===== src/rtl/mul_pack_pkg.sv =====
// mul_pack_pkg: shared field widths, limits and the stage payload type for
// the multiplier result packer (mul_pack) and its rounding helper.
package mul_pack_pkg;

  // Packed FP16-variant field widths: {sign, exp[3:0], frac[10:0]}
  localparam int SGN_W  = 1;
  localparam int EXP_W  = 4;
  localparam int FRAC_W = 11;

  // Default exponent bias of the packed FP format
  localparam int DEFAULT_BIAS = 7;

  // Internal widths: pre-round exponent carries one extra bit so that
  // overflow from normalization and rounding is visible downstream
  localparam int E_W    = EXP_W + 1;
  localparam int MAG_W  = 14;
  localparam int DATA_W = MAG_W + 1;

  // Saturation values
  localparam logic [14:0] FP_MAX_MAG  = 15'h7FFF;
  localparam logic [6:0]  INT_MAX_MAG = 7'h7F;

  // Operating mode carried alongside each data item
  typedef enum logic {
    MODE_INT = 1'b0,
    MODE_FP  = 1'b1
  } mode_e;

  // Payload passed between pipeline stages. data holds the FP fraction in
  // its low FRAC_W bits, or the INT magnitude (plus round carry after
  // stage 2).
  typedef struct packed {
    mode_e             fp;
    logic              sgn;
    logic              zero;
    logic [E_W-1:0]    e;
    logic [DATA_W-1:0] data;
    logic              guard;
    logic              sticky;
  } stage_t;

  // Assemble the INT-mode output word from sign and 7-bit magnitude
  function automatic logic [15:0] pack_int(input logic s, input logic [6:0] mag);
    return {8'h00, s, mag};
  endfunction

  // Assemble the FP-mode output word from sign, exponent and fraction
  function automatic logic [15:0] pack_fp(input logic s, input logic [EXP_W-1:0] e,
                                          input logic [FRAC_W-1:0] frac);
    return {s, e, frac};
  endfunction

endpackage


===== src/rtl/mul_pack_round.sv =====
// mul_pack_round: combinational round-half-to-even increment. Adds one to
// val when the discarded part is above half, or exactly half with an odd
// val. carry reports the overflow out of the W-bit field.
module mul_pack_round #(
  parameter int W = 11
) (
  input  logic [W-1:0] val,
  input  logic         guard,
  input  logic         sticky,
  output logic [W-1:0] sum,
  output logic         carry
);

  logic         inc;
  logic [W:0]   total;

  // Decide the RNE increment and add it with one bit of headroom
  always_comb begin
    inc   = guard & (sticky | val[0]);
    total = {1'b0, val} + {{W{1'b0}}, inc};
  end

  assign sum   = total[W-1:0];
  assign carry = total[W];

endmodule


===== src/rtl/mul_pack.sv =====
// mul_pack: packs the unpacked product triple (mantissa, biased exponent,
// sign) into the packed operand word. Three-stage valid/ready pipeline:
// normalize, round (RNE), saturate/pack. A single global stall freezes all
// stages while the output is held.
// Optional build macro MUL_PACK_STATUS_EN adds sticky status outputs
// (stat_ovf, stat_inexact, stat_cnt) with a synchronous clear (stat_clr).
module mul_pack
  import mul_pack_pkg::*;
#(
  parameter int EXP_BIAS  = DEFAULT_BIAS,
  parameter int INT_SHIFT = 7
) (
  input  logic        clk,
  input  logic        rst_n,
  input  logic        in_valid,
  output logic        in_ready,
  input  logic        fp_sel,
  input  logic [15:0] man,
  input  logic [3:0]  exp,
  input  logic        sgn,
  output logic        out_valid,
  input  logic        out_ready,
  output logic [15:0] result,
  output logic        ovf
`ifdef MUL_PACK_STATUS_EN
  ,
  input  logic        stat_clr,
  output logic        stat_ovf,
  output logic        stat_inexact,
  output logic [7:0]  stat_cnt
`endif
);

  // Parameter sanity: the datapath is bias-agnostic, but a bias outside
  // the exponent field makes no sense, and the INT shift must fit 0..7
  if (INT_SHIFT < 0 || INT_SHIFT > 7) begin : g_bad_shift
    $error("mul_pack: INT_SHIFT must be in 0..7");
  end
  if (EXP_BIAS < 0 || EXP_BIAS > 15) begin : g_bad_bias
    $error("mul_pack: EXP_BIAS must be in 0..15");
  end

  // Bits of man[15:2] below the guard position (guard sits at INT_SHIFT-1)
  localparam logic [14:0] STICKY_MASK = 15'((32'd1 << INT_SHIFT) - 32'd1);

  logic        stall;
  logic        advance;
  logic        v1;
  logic        v2;
  stage_t      p1;
  stage_t      p2;
  stage_t      norm;
  stage_t      rounded;

  logic [14:0] int_ext;
  logic [14:0] int_shifted;

  logic [FRAC_W-1:0] fp_sum;
  logic              fp_carry;
  logic [MAG_W-1:0]  int_sum;
  logic              int_carry;

  logic [15:0] pack_result;
  logic        pack_ovf;
  logic        pack_inexact;

  assign stall    = out_valid & ~out_ready;
  assign advance  = ~stall;
  assign in_ready = ~stall;

  // The appended zero makes the guard bit land at shifted[0] for every
  // shift, including 0 where it reads the constant zero
  assign int_ext     = {man[15:2], 1'b0};
  assign int_shifted = int_ext >> INT_SHIFT;

  // Stage 1 (comb): normalize the incoming triple into fraction/magnitude
  // plus guard and sticky bits
  always_comb begin
    norm     = '0;
    norm.fp  = mode_e'(fp_sel);
    norm.sgn = sgn;
    if (fp_sel) begin
      norm.zero = (man == 16'h0000);
      if (man[15]) begin
        norm.e      = {1'b0, exp} + 5'd1;
        norm.data   = {4'b0000, man[14:4]};
        norm.guard  = man[3];
        norm.sticky = |man[2:0];
      end else begin
        norm.e      = {1'b0, exp};
        norm.data   = {4'b0000, man[13:3]};
        norm.guard  = man[2];
        norm.sticky = |man[1:0];
      end
    end else begin
      norm.data   = {1'b0, int_shifted[14:1]};
      norm.guard  = int_shifted[0];
      norm.sticky = |(int_ext & STICKY_MASK);
    end
  end

  mul_pack_round #(.W(FRAC_W)) u_round_fp (
    .val    (p1.data[FRAC_W-1:0]),
    .guard  (p1.guard),
    .sticky (p1.sticky),
    .sum    (fp_sum),
    .carry  (fp_carry)
  );

  mul_pack_round #(.W(MAG_W)) u_round_int (
    .val    (p1.data[MAG_W-1:0]),
    .guard  (p1.guard),
    .sticky (p1.sticky),
    .sum    (int_sum),
    .carry  (int_carry)
  );

  // Stage 2 (comb): apply the rounding increment; an FP fraction carry
  // wraps the fraction to zero and bumps the exponent
  always_comb begin
    rounded = p1;
    if (p1.fp == MODE_FP) begin
      rounded.data = {4'b0000, fp_sum};
      rounded.e    = p1.e + {4'b0000, fp_carry};
    end else begin
      rounded.data = {int_carry, int_sum};
    end
  end

  // Stage 3 (comb): saturate out-of-range values and assemble the word
  always_comb begin
    pack_result  = 16'h0000;
    pack_ovf     = 1'b0;
    pack_inexact = p2.guard | p2.sticky;
    if (p2.fp == MODE_FP) begin
      if (p2.e[E_W-1]) begin
        pack_result = {p2.sgn, FP_MAX_MAG};
        pack_ovf    = 1'b1;
      end else if (p2.zero) begin
        pack_result = {p2.sgn, 15'h0000};
      end else begin
        pack_result = pack_fp(p2.sgn, p2.e[EXP_W-1:0], p2.data[FRAC_W-1:0]);
      end
    end else begin
      if (p2.data > 15'd127) begin
        pack_result = pack_int(p2.sgn, INT_MAX_MAG);
        pack_ovf    = 1'b1;
      end else begin
        pack_result = pack_int(p2.sgn, p2.data[6:0]);
      end
    end
  end

  // Pipeline registers: all stages move together unless the output is stalled
  always_ff @(posedge clk or negedge rst_n) begin
    if (!rst_n) begin
      v1        <= 1'b0;
      v2        <= 1'b0;
      out_valid <= 1'b0;
      p1        <= '0;
      p2        <= '0;
      result    <= 16'h0000;
      ovf       <= 1'b0;
    end else if (advance) begin
      v1        <= in_valid;
      v2        <= v1;
      out_valid <= v2;
      if (in_valid) begin
        p1 <= norm;
      end
      if (v1) begin
        p2 <= rounded;
      end
      if (v2) begin
        result <= pack_result;
        ovf    <= pack_ovf;
      end
    end
  end

`ifdef MUL_PACK_STATUS_EN
  logic out_inexact;
  logic out_xfer;

  assign out_xfer = out_valid & out_ready;

  // Inexact flag travels with the result into the output register
  always_ff @(posedge clk or negedge rst_n) begin
    if (!rst_n) begin
      out_inexact <= 1'b0;
    end else if (advance && v2) begin
      out_inexact <= pack_inexact;
    end
  end

  // Sticky status: updated only on output transfer, clear beats set
  always_ff @(posedge clk or negedge rst_n) begin
    if (!rst_n) begin
      stat_ovf     <= 1'b0;
      stat_inexact <= 1'b0;
      stat_cnt     <= 8'd0;
    end else if (stat_clr) begin
      stat_ovf     <= 1'b0;
      stat_inexact <= 1'b0;
      stat_cnt     <= 8'd0;
    end else if (out_xfer) begin
      if (ovf) begin
        stat_ovf <= 1'b1;
        if (stat_cnt != 8'hFF) begin
          stat_cnt <= stat_cnt + 8'd1;
        end
      end
      if (out_inexact) begin
        stat_inexact <= 1'b1;
      end
    end
  end
`endif

endmodule


===== config.mk =====
export PLATFORM = sky130hd
export DESIGN_NAME = mul_pack
export DESIGN_NICKNAME = d
export VERILOG_FILES = /design/src/rtl/mul_pack_pkg.sv /design/src/rtl/mul_pack_round.sv /design/src/rtl/mul_pack.sv
export SDC_FILE = /design/constraint.sdc
export NUM_CORES = 1
export LEC_CHECK = 0
export BUFFER_PORTS_ARGS = -buffer_cell sky130_fd_sc_hd__buf_2
export CORE_ASPECT_RATIO = 0.9
export CORE_UTILIZATION = 50
export CTS_CLUSTER_SIZE = 28
export DETAILED_ROUTE_END_ITERATION = 7
export PLACE_DENSITY = 0.72
export SLEW_MARGIN = 20
export SYNTH_ARGS = -nofsm -noshare
export SYNTH_HDL_FRONTEND = slang
export SYNTH_SLANG_ARGS = --single-unit

===== constraint.sdc =====
create_clock -name clk -period 2.4 [get_ports clk]
set_clock_uncertainty 0.15 [all_clocks]
set_input_delay 0.48 -clock clk [delete_from_list [all_inputs] [get_ports clk]]
set_output_delay 0.48 -clock clk [all_outputs]
set_load 0.01 [all_outputs]

# == Word level (Yosys, flattened, before mapping) ==
# Cells that the tools add are included.
# op_classes
muxes,12
reduce_logical,7
addsub,4
bitwise,5
order_cmp,1
# op_table
operator,n
$mux 15,3
$mux 16,2
$mux 22,1
$logic_not 16->1,1
$add 14x1->15,1
$gt 15x7->1 const B,1
$add 11x1->12,1
$mux 7,1
$mux 6,1
$reduce_and 2->1,3
$reduce_or 6->1,1
$add 4x1->5 const B,1
$add 5x1->5,1
$mux 5,1
$mux 1,3
$reduce_or 3->1,1
$and 1x1->1,2
$not 1->1,2
$reduce_or 2->1,1
$or 1x1->1,1
# word_totals
in_bits,26
wordCells,46
regBits,67
output_inout_bits,19

# == Depth between registers and ports, before layout ==
# logic_depth
depth_word,5
mapped_depth,9
mapped_depth_nobuf,9

# == Modules after synthesis ==
# Synthesis repeated with hierarchy kept, for this count alone.
# unflattened
hier_cells,377
hier_area_um2,3727.3
# by_module_without_submodules
module,instances,cells_per_inst,seq_area_each_um2,area_each_um2
mul_pack,1,313,1601.5,3234.4
mul_pack_round at u_round_int,1,39,0.0,292.8
mul_pack_round at u_round_fp,1,25,0.0,200.2

# == Worst setup path after synthesis ==
# OpenSTA, ideal clock, no wires.
# synth_timing
path_kind,register to register
start,register p1[2] in the netlist's numbering
end,register p2[21] in the netlist's numbering
period_less_slack_ns,2.028
path_buffers,0
slack_ns,0.372
arrival_ns,1.800
setup_time_ns,0.077
required_time_ns,2.173
path_stages_with_launch,10
cell_sequence,dfrtp_1 o21a_1 ha_1 nand2_1 nor4_4 ha_1 ha_1 nand4_1 xor2_1 a21oi_1
# synth_via
elab_chain_len,5
# synth_rtl
element,line,rtl
from (decl),mul_pack.sv:50,stage_t p1;
from (signal assigned),mul_pack.sv:169,p1 <= norm;
$or 1x1->1,mul_pack_round.sv:19,inc = guard & (sticky | val[0]);
$and 1x1->1,mul_pack_round.sv:19,
$add 11x1->12 (*),mul_pack_round.sv:20,"total = {1'b0, val} + {{W{1'b0}}, inc};"
$add 5x1->5 (*),mul_pack.sv:124,"rounded.e = p1.e + {4'b0000, fp_carry};"
$mux 5 (*),mul_pack.sv:122,if (p1.fp == MODE_FP) begin
to (signal assigned),mul_pack.sv:172,p2 <= rounded;
to (decl),mul_pack.sv:51,stage_t p2;
# Every way passes the cells marked *; elsewhere a longest branch is shown, timed or not.
# A chain may end at the register's enable or synchronous reset.

# == Worst setup path in the final report ==
# Same ends and word-level chain as after synthesis.

==> summary.txt <==
Run status
  • Run status: complete, no violations

Die
  • Row count: 27
  • Starting Density: 0.5191
  • Horiz. Die Dim: 85.99 um
  • Core Area: 6115 sq um
  • # IOs: 45
  • Die area: between 6000 and 7000 sq um
  • Die height: 77.59 um

Pwr
  • Leak pwr: 1.577 nW
  • VDD IR max: 0.3631 mV
  • Power per cell area: 1001 nW/um^2

Finish
  • Area grow syn2layout: 14.54%
  • Fraction of layout cells with a size suffix above 1: 0.2410
  • Final Instance Area: 3636 sq um
  • Most common cell after layout, fill and taps aside: dfrtp_1
  • ANT cells: 0
  • Commonest non-fill, non-tap cells in the layout: 61 x dfrtp_1, 44 x buf_2, 41 x a21oi_1
  • # nets final: just under 400

Synthesis
  • Net Count, Synth: roughly 350
  • Post-synthesis cell type count: 38
  • #FFs+latches synth: 61
  • Mapped Area: 3174 sq um
  • Post-Syn Instances: 317
  • Number of enable flip-flop cells after synthesis: 0
  • YS warnings: 0
  • Async SR Flop Fraction: 1.000
  • Synth Flop Type: dfrtp_1
  • Sequential-to-total area share from yosys stat: 0.4809
  • Syn_area_per_cell: 10.01 sq um

STA
  • Max Freq: 0.4500 GHz
  • Worst-margin pin slew: approximately 0.55 ns
  • Setup TNS: 0 ns
  • Final Slew Violations: 0
  • Slew headroom: 0.6334
  • RSZ-0062 raised after global routing: false
  • Post-route setup slack: 0.1779 ns
  • Final setup vio count: 0
  • Final period util: 0.9259
  • Final worst path period need: 2.222 ns
  • Final Hold Fails: 0

Detailed routing
  • Initial DRC count: 157
  • Post-Route WL: about 6.5 mm
  • Total number of vias: 2510
  • Vias/cell: approximately 5.6
  • DR pass1 iterations: 4
  • ANT nets after route: 0
  • Post-route DRC violation count: 0
  • Routed WL per cell: roughly 14 um

Min path
  • HP Class: in -> reg
  • Hold depth: 2

Setup path
  • CP Data Required Time: about 2.5 ns
  • Worst path arrival time: 2.34 ns
  • Critical path peak fanout: 5
  • Worst setup EP type: flop
  • R2R cell count: 9
  • Critical path class: reg -> reg
  • CP Launch Type: flop

Placement
  • Cell Area, Placed: approximately 3400 sq um
  • Dpl ws: about 0.17 ns
  • Hpwl dp: approximately 4.6 mm
  • Port Buffers: 44
  • GP Congestion: 0.7476

GRT
  • Largest net degree at the start of global routing: 39
  • Vias in the first global route: 2294
  • GR Overflow Total: 0
  • Antenna violations before repair: 0
  • GRT Util Overall: 0.2126
  • First-pass GRT wire length: between 10 and 15 mm

CTS
  • CTS clk-pin slew, worst paths: 0.07 ns
  • CTS sink cnt: between 60 and 70
  • Root buffer cell: clkbuf_8
  • Clk_lat worst skew: 0.33 ns
  • # Post-CTS Setup Buffers: 0
  • H-tree Lvls: 3
  • CTS resizes: 0
  • CTS tree: done
  • Max clock buf depth: 2
  • Num CTS Buffers: 9

Run
  • Max-cap viol count: 0
-- final timing paths --
path	slack (ns)	startpoint	endpoint
max	0.18	p1[2]	p2[21]
min reg2reg	0.36	p2[2]	p2[2]
max in group asynchronous	1.01	rst_n	p1[4]
max reg2reg	0.18	p1[2]	p2[21]
min in group asynchronous	0.51	rst_n	result[15]
min	0.22	sgn	p1[23]
-- routing by layer --
layer,global-route usage,up-vias,part of all wire
met3,0.05532,4,0.043
met4,0.06500,0,0.0066
met1,0.3102,1194,0.51
li1,-,1240,-
met2,0.3087,72,0.44
met5,0,-,0
-- per-stage QoR --
stage / instances / hold slack (ns) / total power, mW / util
final: 448 / 0.2243 / 3.640 / 0.5946
after global routing: 448 / 0.2234 / 3.902 / 0.5946
after CTS: 448 / 0.2099 / 3.666 / 0.5946
after detailed placement: 431 / 0.3457 / 2.842 / 0.5639
after global placement: 431 / 0.3379 / 2.804 / 0.5639
after floorplan: 317 / 0.03441 / 2.472 / -
-- worst max-delay path, cell delays in order (launching register included) --
cell and delay (ns):
dfrtp_1 0.40, o21a_1 0.15, ha_1 0.26, nand2_1 0.14, nor4_4 0.26, ha_1 0.22
ha_1 0.17, nand4_1 0.11, xor2_1 0.16, a21oi_1 0.13
-- cell usage after synthesis (5+ instances only) --
library cell,number,share of area
a21oi_1,41,0.065
a31oi_1,9,0.018
a41oi_1,7,0.019
buf_2,9,0.014
clkbuf_1,10,0.012
dfrtp_1,61,0.48
ha_1,5,0.020
inv_1,16,0.019
mux2_2,16,0.057
mux2i_1,13,0.041
nand2_1,20,0.024
nand3_1,5,0.0079
nand4_1,7,0.014
nor2_1,10,0.012
nor2b_1,7,0.014
o2111ai_1,7,0.019
o21ai_0,23,0.036
o31ai_1,12,0.028
xor2_1,8,0.022
-- power by group --
part / total [mW] / leakage, nW / switching, mW / internal (mW)
combinational: 1.13 / 0.766 / 0.621 / 0.511
sequential: 1.69 / 0.719 / 0.323 / 1.37
clock: 0.815 / 0.0921 / 0.390 / 0.426
total: 3.64 / 1.58 / 1.33 / 2.31
-- cell families (layout without fill, tap and decap cells) --
kind of cell    Yosys count  in the layout  synth area share
fa+ha+maj                 5              5           0.01971
xor+xnor                 10             10           0.02759
buf+inv                  41             85           0.05794
mux                      29             29           0.09775
simple gates             67             67            0.1179
compound gates          104            104            0.1983
flops                    61             61            0.4809
-- cell type report --
type / count / area, sq um
fillers: 529 / 2479
flip-flops and latches: 61 / 1526
clock buffers: 12 / 155.1
well taps: 87 / 108.9
clock inverters: 4 / 22.52
multi-input cells: 215 / 1464
repair buffers: 52 / 295.3
inverters: 17 / 63.81
-- state kept, by name, summed over array words and instances, names as in the netlist --
register	count
p1	21
p2	20
result	16
out_valid	1
ovf	1
v1	1
v2	1
-- what timing repair did --
item / in CTS / in global routing
hold buffers: 1 / 0
setup endpoints to repair: 0 / 0
hold endpoints to repair: 23 / 0
Note: power is estimated with default switching activity, not from simulation.
